### src/rtl/rate_monitor_pkg.sv
// Shared packet-generator constants and types for the receive-side rate monitor.
// Wire overhead values match those used by the token-bucket limiter.
package rate_monitor_pkg;

  localparam int PREAMBLE      = 8;
  localparam int INTER_PKT_GAP = 12;
  localparam int FCS           = 4;

  localparam int unsigned IO_QUEUE_STAGE_NUM = 'hff;
  localparam int          IOQ_BYTE_LEN_POS   = 0;

  typedef enum logic [0:0] {
    ST_HDR,
    ST_PAYLOAD
  } parse_state_t;

  // Bytes a packet occupies on the wire, as the limiter accounts for it.
  function automatic logic [31:0] wire_bytes(input logic [31:0] len, input logic with_overhead);
    wire_bytes = len + 32'(FCS) + (with_overhead ? 32'(PREAMBLE + INTER_PKT_GAP) : 32'd0);
  endfunction

endpackage

### src/rtl/rate_monitor_if.sv
// NetFPGA module-bus word interface: data/ctrl/wr forward, rdy backward.
interface rate_monitor_if #(
  parameter int DATA_WIDTH = 64,
  parameter int CTRL_WIDTH = DATA_WIDTH / 8
);
  logic [DATA_WIDTH-1:0] data;
  logic [CTRL_WIDTH-1:0] ctrl;
  logic                  wr;
  logic                  rdy;

  modport master (output data, ctrl, wr, input rdy);
  modport slave  (input data, ctrl, wr, output rdy);
endinterface

### src/rtl/rate_monitor_window.sv
// Window counter, window_len change detect, saturating packet/byte accumulators
// and the end-of-window snapshot.
module rate_monitor_window #(
  parameter int WIN_WIDTH = 24,
  parameter int CNT_WIDTH = 32
) (
  input  logic                 clk,
  input  logic                 reset,
  input  logic                 enable,
  input  logic [WIN_WIDTH-1:0] window_len,
  input  logic                 pkt_i,
  input  logic [CNT_WIDTH-1:0] pkt_bytes_i,
  output logic [CNT_WIDTH-1:0] win_pkts_o,
  output logic [CNT_WIDTH-1:0] win_bytes_o,
  output logic                 win_valid_o
);

  logic [WIN_WIDTH-1:0] win_cnt_q, win_cnt_d, win_len_prev_q;
  logic [CNT_WIDTH-1:0] pkts_acc_q, pkts_acc_d, bytes_acc_q, bytes_acc_d;
  logic [CNT_WIDTH-1:0] win_pkts_q, win_pkts_d, win_bytes_q, win_bytes_d;
  logic                 win_valid_q, win_valid_d;
  logic [CNT_WIDTH:0]   pkts_ext, bytes_ext;
  logic [CNT_WIDTH-1:0] pkts_sum, bytes_sum;
  logic                 len_changed, win_last;

  // One extra carry bit turns overflow into saturation at all-ones.
  assign pkts_ext  = {1'b0, pkts_acc_q} + (CNT_WIDTH+1)'(pkt_i);
  assign bytes_ext = {1'b0, bytes_acc_q} + (pkt_i ? {1'b0, pkt_bytes_i} : '0);
  assign pkts_sum  = pkts_ext[CNT_WIDTH]  ? '1 : pkts_ext[CNT_WIDTH-1:0];
  assign bytes_sum = bytes_ext[CNT_WIDTH] ? '1 : bytes_ext[CNT_WIDTH-1:0];

  assign len_changed = (window_len != win_len_prev_q);
  assign win_last    = (window_len != '0) && (win_cnt_q == window_len - WIN_WIDTH'(1));

  always_comb begin
    win_cnt_d   = win_cnt_q;
    pkts_acc_d  = pkts_acc_q;
    bytes_acc_d = bytes_acc_q;
    win_pkts_d  = win_pkts_q;
    win_bytes_d = win_bytes_q;
    win_valid_d = 1'b0;
    if (!enable || len_changed) begin
      win_cnt_d   = '0;
      pkts_acc_d  = '0;
      bytes_acc_d = '0;
    end else if (window_len == '0) begin
      win_cnt_d   = '0;
      pkts_acc_d  = pkts_sum;
      bytes_acc_d = bytes_sum;
    end else if (win_last) begin
      // A packet ending on the closing cycle belongs to the closing window.
      win_cnt_d   = '0;
      win_pkts_d  = pkts_sum;
      win_bytes_d = bytes_sum;
      pkts_acc_d  = '0;
      bytes_acc_d = '0;
      win_valid_d = 1'b1;
    end else begin
      win_cnt_d   = win_cnt_q + WIN_WIDTH'(1);
      pkts_acc_d  = pkts_sum;
      bytes_acc_d = bytes_sum;
    end
  end

  always_ff @(posedge clk) begin
    if (reset) begin
      win_cnt_q      <= '0;
      win_len_prev_q <= '0;
      pkts_acc_q     <= '0;
      bytes_acc_q    <= '0;
      win_pkts_q     <= '0;
      win_bytes_q    <= '0;
      win_valid_q    <= 1'b0;
    end else begin
      win_cnt_q      <= win_cnt_d;
      win_len_prev_q <= window_len;
      pkts_acc_q     <= pkts_acc_d;
      bytes_acc_q    <= bytes_acc_d;
      win_pkts_q     <= win_pkts_d;
      win_bytes_q    <= win_bytes_d;
      win_valid_q    <= win_valid_d;
    end
  end

  assign win_pkts_o  = win_pkts_q;
  assign win_bytes_o = win_bytes_q;
  assign win_valid_o = win_valid_q;

endmodule

### src/rtl/rate_monitor.sv
// Inline receive-side rate meter: one-register bus pass-through, packet framing parser,
// inter-packet gap min/max tracking, and per-window packet/byte counts including wire overhead.
module rate_monitor
  import rate_monitor_pkg::*;
#(
  parameter int          DATA_WIDTH    = 64,
  parameter int          CTRL_WIDTH    = DATA_WIDTH / 8,
  parameter int unsigned IOQ_STAGE_NUM = IO_QUEUE_STAGE_NUM,
  parameter int          PKT_LEN_WIDTH = 11,
  parameter int          WIN_WIDTH     = 24,
  parameter int          CNT_WIDTH     = 32,
  parameter int          GAP_WIDTH     = 20
) (
  input  logic                 clk,
  input  logic                 reset,
  rate_monitor_if.slave        in_bus,
  rate_monitor_if.master       out_bus,
  input  logic                 enable,
  input  logic                 include_overhead,
  input  logic [WIN_WIDTH-1:0] window_len,
  output logic [CNT_WIDTH-1:0] win_pkts,
  output logic [CNT_WIDTH-1:0] win_bytes,
  output logic                 win_valid,
  output logic [GAP_WIDTH-1:0] min_gap,
  output logic [GAP_WIDTH-1:0] max_gap
);

  logic [DATA_WIDTH-1:0]    out_data_q;
  logic [CTRL_WIDTH-1:0]    out_ctrl_q;
  logic                     out_wr_q;
  parse_state_t             state_q;
  logic                     hdr_seen_q, len_seen_q;
  logic [PKT_LEN_WIDTH-1:0] len_q;
  logic [GAP_WIDTH-1:0]     gap_q, min_gap_q, max_gap_q;
  logic                     gap_armed_q;
  logic                     ctrl_nz, is_ioq_hdr, eop, sop;
  logic [CNT_WIDTH-1:0]     pkt_bytes;

  assign in_bus.rdy = out_bus.rdy;

  always_ff @(posedge clk) begin
    if (reset) begin
      out_data_q <= '0;
      out_ctrl_q <= '0;
      out_wr_q   <= 1'b0;
    end else begin
      out_data_q <= in_bus.data;
      out_ctrl_q <= in_bus.ctrl;
      out_wr_q   <= in_bus.wr;
    end
  end

  assign out_bus.data = out_data_q;
  assign out_bus.ctrl = out_ctrl_q;
  assign out_bus.wr   = out_wr_q;

  assign ctrl_nz    = |in_bus.ctrl;
  assign is_ioq_hdr = (in_bus.ctrl == CTRL_WIDTH'(IOQ_STAGE_NUM));
  assign eop        = in_bus.wr && (state_q == ST_PAYLOAD) && ctrl_nz;
  assign sop        = in_bus.wr && (state_q == ST_HDR) && !hdr_seen_q;
  assign pkt_bytes  = CNT_WIDTH'(wire_bytes(32'(len_q), include_overhead));

  // A ctrl==0 word only opens a payload once a header word has been seen, so after a
  // mid-packet reset the leftover words are swallowed as headers until their EOP.
  always_ff @(posedge clk) begin
    if (reset) begin
      state_q    <= ST_HDR;
      hdr_seen_q <= 1'b0;
      len_seen_q <= 1'b0;
      len_q      <= '0;
    end else if (in_bus.wr) begin
      case (state_q)
        ST_HDR: begin
          if (!ctrl_nz) begin
            if (hdr_seen_q) state_q <= ST_PAYLOAD;
          end else begin
            hdr_seen_q <= 1'b1;
            if (is_ioq_hdr && !len_seen_q) begin
              len_q      <= in_bus.data[IOQ_BYTE_LEN_POS +: PKT_LEN_WIDTH];
              len_seen_q <= 1'b1;
            end
          end
        end
        ST_PAYLOAD: begin
          if (ctrl_nz) begin
            state_q    <= ST_HDR;
            hdr_seen_q <= 1'b0;
            len_seen_q <= 1'b0;
            len_q      <= '0;
          end
        end
        default: state_q <= ST_HDR;
      endcase
    end
  end

  // Gap is the number of idle clocks between an EOP and the next packet's first word.
  always_ff @(posedge clk) begin
    if (reset || !enable) begin
      gap_q       <= '0;
      gap_armed_q <= 1'b0;
      min_gap_q   <= '1;
      max_gap_q   <= '0;
    end else begin
      if (eop) begin
        gap_q       <= '0;
        gap_armed_q <= 1'b1;
      end else if (gap_q != '1) begin
        gap_q <= gap_q + GAP_WIDTH'(1);
      end
      if (sop && gap_armed_q) begin
        gap_armed_q <= 1'b0;
        if (gap_q < min_gap_q) min_gap_q <= gap_q;
        if (gap_q > max_gap_q) max_gap_q <= gap_q;
      end
    end
  end

  assign min_gap = min_gap_q;
  assign max_gap = max_gap_q;

  rate_monitor_window #(
    .WIN_WIDTH (WIN_WIDTH),
    .CNT_WIDTH (CNT_WIDTH)
  ) u_window (
    .clk         (clk),
    .reset       (reset),
    .enable      (enable),
    .window_len  (window_len),
    .pkt_i       (eop && enable),
    .pkt_bytes_i (pkt_bytes),
    .win_pkts_o  (win_pkts),
    .win_bytes_o (win_bytes),
    .win_valid_o (win_valid)
  );

endmodule

### src/flat_wrapper.sv
// flat-port wrapper written by rule: the top's interface ports become plain ports
module rate_monitor_flat import rate_monitor_pkg::*;
#(
  parameter int          DATA_WIDTH    = 64,
  parameter int          CTRL_WIDTH    = DATA_WIDTH / 8,
  parameter int unsigned IOQ_STAGE_NUM = IO_QUEUE_STAGE_NUM,
  parameter int          PKT_LEN_WIDTH = 11,
  parameter int          WIN_WIDTH     = 24,
  parameter int          CNT_WIDTH     = 32,
  parameter int          GAP_WIDTH     = 20
)
  (clk, reset, enable, include_overhead, window_len, win_pkts, win_bytes, win_valid, min_gap, max_gap, in_bus_data, in_bus_ctrl, in_bus_wr, in_bus_rdy, out_bus_data, out_bus_ctrl, out_bus_wr, out_bus_rdy);
  rate_monitor_if #(.DATA_WIDTH(DATA_WIDTH), .CTRL_WIDTH(CTRL_WIDTH)) in_bus_i ();
  rate_monitor_if #(.DATA_WIDTH(DATA_WIDTH), .CTRL_WIDTH(CTRL_WIDTH)) out_bus_i ();
  input  logic clk;
  input  logic reset;
  input  logic enable;
  input  logic include_overhead;
  input  logic [WIN_WIDTH-1:0] window_len;
  output logic [CNT_WIDTH-1:0] win_pkts;
  output logic [CNT_WIDTH-1:0] win_bytes;
  output logic win_valid;
  output logic [GAP_WIDTH-1:0] min_gap;
  output logic [GAP_WIDTH-1:0] max_gap;
  input wire logic [$bits(in_bus_i.data)-1:0] in_bus_data;
  input wire logic [$bits(in_bus_i.ctrl)-1:0] in_bus_ctrl;
  input wire logic [$bits(in_bus_i.wr)-1:0] in_bus_wr;
  output wire logic [$bits(in_bus_i.rdy)-1:0] in_bus_rdy;
  output wire logic [$bits(out_bus_i.data)-1:0] out_bus_data;
  output wire logic [$bits(out_bus_i.ctrl)-1:0] out_bus_ctrl;
  output wire logic [$bits(out_bus_i.wr)-1:0] out_bus_wr;
  input wire logic [$bits(out_bus_i.rdy)-1:0] out_bus_rdy;
  assign in_bus_i.data = in_bus_data;
  assign in_bus_i.ctrl = in_bus_ctrl;
  assign in_bus_i.wr = in_bus_wr;
  assign in_bus_rdy = in_bus_i.rdy;
  assign out_bus_data = out_bus_i.data;
  assign out_bus_ctrl = out_bus_i.ctrl;
  assign out_bus_wr = out_bus_i.wr;
  assign out_bus_i.rdy = out_bus_rdy;
  rate_monitor #(.DATA_WIDTH(DATA_WIDTH), .CTRL_WIDTH(CTRL_WIDTH), .IOQ_STAGE_NUM(IOQ_STAGE_NUM), .PKT_LEN_WIDTH(PKT_LEN_WIDTH), .WIN_WIDTH(WIN_WIDTH), .CNT_WIDTH(CNT_WIDTH), .GAP_WIDTH(GAP_WIDTH)) u_core (.clk(clk), .reset(reset), .in_bus(in_bus_i), .out_bus(out_bus_i), .enable(enable), .include_overhead(include_overhead), .window_len(window_len), .win_pkts(win_pkts), .win_bytes(win_bytes), .win_valid(win_valid), .min_gap(min_gap), .max_gap(max_gap));
endmodule
### config.mk
export PLATFORM = sky130hd
export DESIGN_NAME = rate_monitor_flat
export DESIGN_NICKNAME = d
export VERILOG_FILES = /design/src/rtl/rate_monitor_pkg.sv /design/src/rtl/rate_monitor_if.sv /design/src/rtl/rate_monitor_window.sv /design/src/rtl/rate_monitor.sv /design/src/flat_wrapper.sv
export SDC_FILE = /design/constraint.sdc
export NUM_CORES = 1
export LEC_CHECK = 0
export ABC_AREA = 0
export BUFFER_PORTS_ARGS = -buffer_cell sky130_fd_sc_hd__buf_2
export CORE_ASPECT_RATIO = 0.8
export CORE_MARGIN = 3
export CORE_UTILIZATION = 51
export DETAILED_ROUTE_END_ITERATION = 10
export PLACE_DENSITY = 0.75
export REMOVE_ABC_BUFFERS = 1
export SETUP_SLACK_MARGIN = 0.3
export SLEW_MARGIN = 10
export SYNTH_ARGS = -nofsm -noshare
export SYNTH_HDL_FRONTEND = slang
export SYNTH_SLANG_ARGS = --single-unit
### constraint.sdc
create_clock -name clk -period 4.5 [get_ports clk]
set_input_delay 0.225 -clock clk [delete_from_list [all_inputs] [get_ports clk]]
set_output_delay 0.225 -clock clk [all_outputs]
set_load 0.01 [all_outputs]
==> flow_summary.ini <==
[status]
status = finished, final reports clean

[pwr]
comb_power_share_pct = 5.7
power.switching_mw = 1.33
total_power_mw = 6.21
pwr-share-seq_pct = 47.4
ir_worst_vdd_mv = 0.235
internal_power_mw = 4.88
p_sw_share_pct = 21.5
clockPowerShare_pct = 46.9
power.density_mw_per_mm2 = 318
p_leak_nw = 8.12

[grt]
grt_pass1_wl_mm = 66.3
overflow = 0
grt_max_degree = 158
antenna_found_initial = 0
first_global_vias = 13100
grtUsageTotal_pct = 24.0

[logic_synthesis]
yosysMostFrequentCell = dfxtp_1
ys_seq_area_share_pct = 41.5
synth-seq-cells = 325
netlist_area_sq_mm = 0.0157
synthFlopType = dfxtp_1
synthTopCellsByCount = 325 x dfxtp_1, 185 x nor2_1, 147 x nor2b_1
ys_types = 73
synth_edf_count = 0
ys_top_cells_by_area = dfxtp_1 41%, nor2b_1 5.9%, ha_1 4.9%, nor2_1 4.4%, xor2_1 4.0%
synth_cells = 1750
synth_top_area_share_pct = 41.5
yosysWarningCount = 0
syn_avg_cell_area_sq_um = 8.97
synth_top_area_cell = dfxtp_1
async_reset_ff_share_pct = 0

[sta]
finalMaxSlewViolations = 0
maxSlewHeadroom_pct = 38.0
holdWs_ps = 14.2
setup_viol = 0
hold_viol = 0
fmax_mhz = 242
tightest_slew_ps = 928
rsz0062_at_grt = no
fin_crit_sh_pct = 91.9
period_minus_slack_ps = 4140
finClkSkew_ps = 25.3

[layout]
drive_above_1_share_pct = 21.6
final_nets = 2228
syn_to_final_growth_pct = 24.3
fin_util_pct = 65.5
layoutNonFillerInstCount = 2491
diodes = 0

[worst_hold_path]
worstHoldPathCells = 2
hold_path_class = in2reg

[cts]
cts-buffers-inserted = 35
htree_levels = 2
clock_latency_ps = 520
ctsRootBufferMaster = clkbuf_16
cts_sinks = 325
cts_tree = built
clk_pin_slew_worst_paths_ps = 60
clock_path_buffers = 3

[worst_setup_path]
crit_path_top_delay_cell = or4_1
critPathLaunchType = register
reg2regPathDepth = 19
worst-path-max-fanout = 6
worstPathArrival_ps = 4580
path_cells = ha_2 > xor2_1 > ha_1 > a21oi_2 > o211ai_1 > o21ai_0 > a21oi_1 > xor2_1 > nor2_1 > ha_1 > or3_1 > o221a_2 > o211a_4 > o21ai_1 > buf_4 > nor3_1 > mux2i_1 > or4_1 > o21ai_1
critical_path_class = reg2reg
max_stage_delay_ps = 400
worstSetupEndpointType = register
required_ps = 4940

[run]
max_cap_viol_count = 0

[routing]
detail-route-antenna-nets = 0
wl_mm = 41.5
drtIter0Drc = 977
drc = 0
drt_pass1_iterations = 5
vias_per_cell = 5.47
wire_per_inst_um = 16.7
vias = 13600

[floorplanning]
coreArea_sq_mm = 0.0298
ios = 281
die_y_um = 163
die_area_sq_mm = 0.0329
row_count = 56
die_x_um = 202
start_util_pct = 52.7

[place]
dp_hpwl_mm = 27.8
portBuffers = 278
finalWeightedCongestion = 0.894
dp_cells = 2353
-- kinds of logic after synthesis --
family / share of synthesized area [%]
other: 0.0239
and+or+nand+nor: 22.8
buffers and inverters: 4.80
xor gates and xnor gates: 7.81
muxes: 1.36
AOI/OAI and AO/OA: 16.7
adders and majority gates: 5.07
DFF: 41.5
-- routing by layer --
layer | track usage, % | wire [um] | part of all wire (%) | vias to the layer above
met5 | 0 | 0 | 0 | -
met2 | 39.2 | 19000 | 46 | 408
met1 | 32.6 | 19100 | 46 | 6407
met3 | 4.30 | 2510 | 6.0 | 78
met4 | 7.24 | 988 | 2.4 | 0
li1 | - | - | - | 6721
-- power by group through the flow --
stage	clock (mW)	sequential [mW]	combinational, mW
floorplan	0	3.02	0.112
global placement	0	3.00	0.295
detailed placement	0	3.01	0.299
CTS	2.97	2.94	0.348
global route	3.08	2.95	0.386
finish	2.91	2.94	0.354
-- cell usage in the layout (no fill, tap or decap), types with 32 or more instances in the layout --
cell / Yosys / routed
dfxtp_1: 325 / 323
buf_2: 5 / 277
nor2_1: 185 / 181
nor2b_1: 147 / 147
a21oi_1: 85 / 83
xor2_1: 72 / 72
dlygate4sd3_1: 0 / 69
xnor2_1: 68 / 67
nand3_1: 65 / 65
inv_1: 63 / 63
ha_1: 62 / 60
nand2_1: 56 / 56
o21ai_0: 56 / 53
o21ai_1: 39 / 41
clkbuf_16: 0 / 37
buf_4: 12 / 36
o41ai_2: 33 / 34
nand2b_1: 34 / 33
nand4_1: 32 / 32
-- cell type report --
cell class	count	area [sq um]
fill	2327	10300
multi-input combinational	1250	8620
sequential	325	6510
timing repair buffer	388	2450
clock buffer	55	1100
tap	406	508
inverter	63	236
clock inverter	4	70.1
-- final timing paths --
check                                               startpoint                                           end  slack [ps]
setup / recovery                  u_core.len_q[2]$_SDFFE_PP0P_  u_core.u_window.win_bytes_o[29]$_SDFFE_PP0P_         360
hold / removal                                  in_bus_ctrl[4]             u_core.out_bus.ctrl[4]$_SDFF_PP0_          10
setup reg to reg                  u_core.len_q[2]$_SDFFE_PP0P_  u_core.u_window.win_bytes_o[29]$_SDFFE_PP0P_         360
hold reg to reg   u_core.u_window.win_bytes_o[29]$_SDFFE_PP0P_  u_core.u_window.win_bytes_o[29]$_SDFFE_PP0P_         460
-- registers in the layout (all words and copies together), names as in the netlist --
register and flops:
u_core.u_window.win_len_prev_q 24, u_core.u_window.win_bytes_o 32, u_core.out_bus.data 64, u_core.min_gap 20, u_core.hdr_seen_q 1, u_core.u_window.pkts_acc_q 32
u_core.u_window.win_pkts_o 32, u_core.max_gap 20, u_core.u_window.bytes_acc_q 32, u_core.u_window.win_cnt_q 24, u_core.gap_armed_q 1, u_core.state_q 1
u_core.gap_q 20, u_core.out_bus.wr 1, u_core.len_q 11, u_core.out_bus.ctrl 8, u_core.u_window.win_valid_o 1, u_core.len_seen_q 1
-- critical path, delay by kind of cell (launching register included) --
kind                     cells  cell delay (ps)
AO/OA/AOI/OAI                8             1350
AND/OR/NAND/NOR              4              910
adder cells (fa/ha/maj)      3              820
flip-flops                   1              350
XOR/XNOR                     2              330
buffers and inverters        1              170
multiplexers                 1              140
-- stage by stage --
stage | instance area, sq um | setup WS [ps] | TNS [ps]
5_1_grt | 19500 | 141 | 0
6_report | 19500 | 364 | 0
2_1_floorplan | 15200 | -133 | -1330
4_1_cts | 19300 | 301 | 0
3_3_place_gp | 17400 | 366 | 0
3_5_place_dp | 17400 | 223 | 0
-- repair_timing --
action,4_1_cts,5_1_grt
pin swaps,0,16
hold buffers,69,0
setup buffers,0,10
gates resized for setup,3,33
gates cloned,0,0
endpoints found under the setup margin,8,48
hold endpoints to repair,69,0
(Power assumes the default switching activity.)
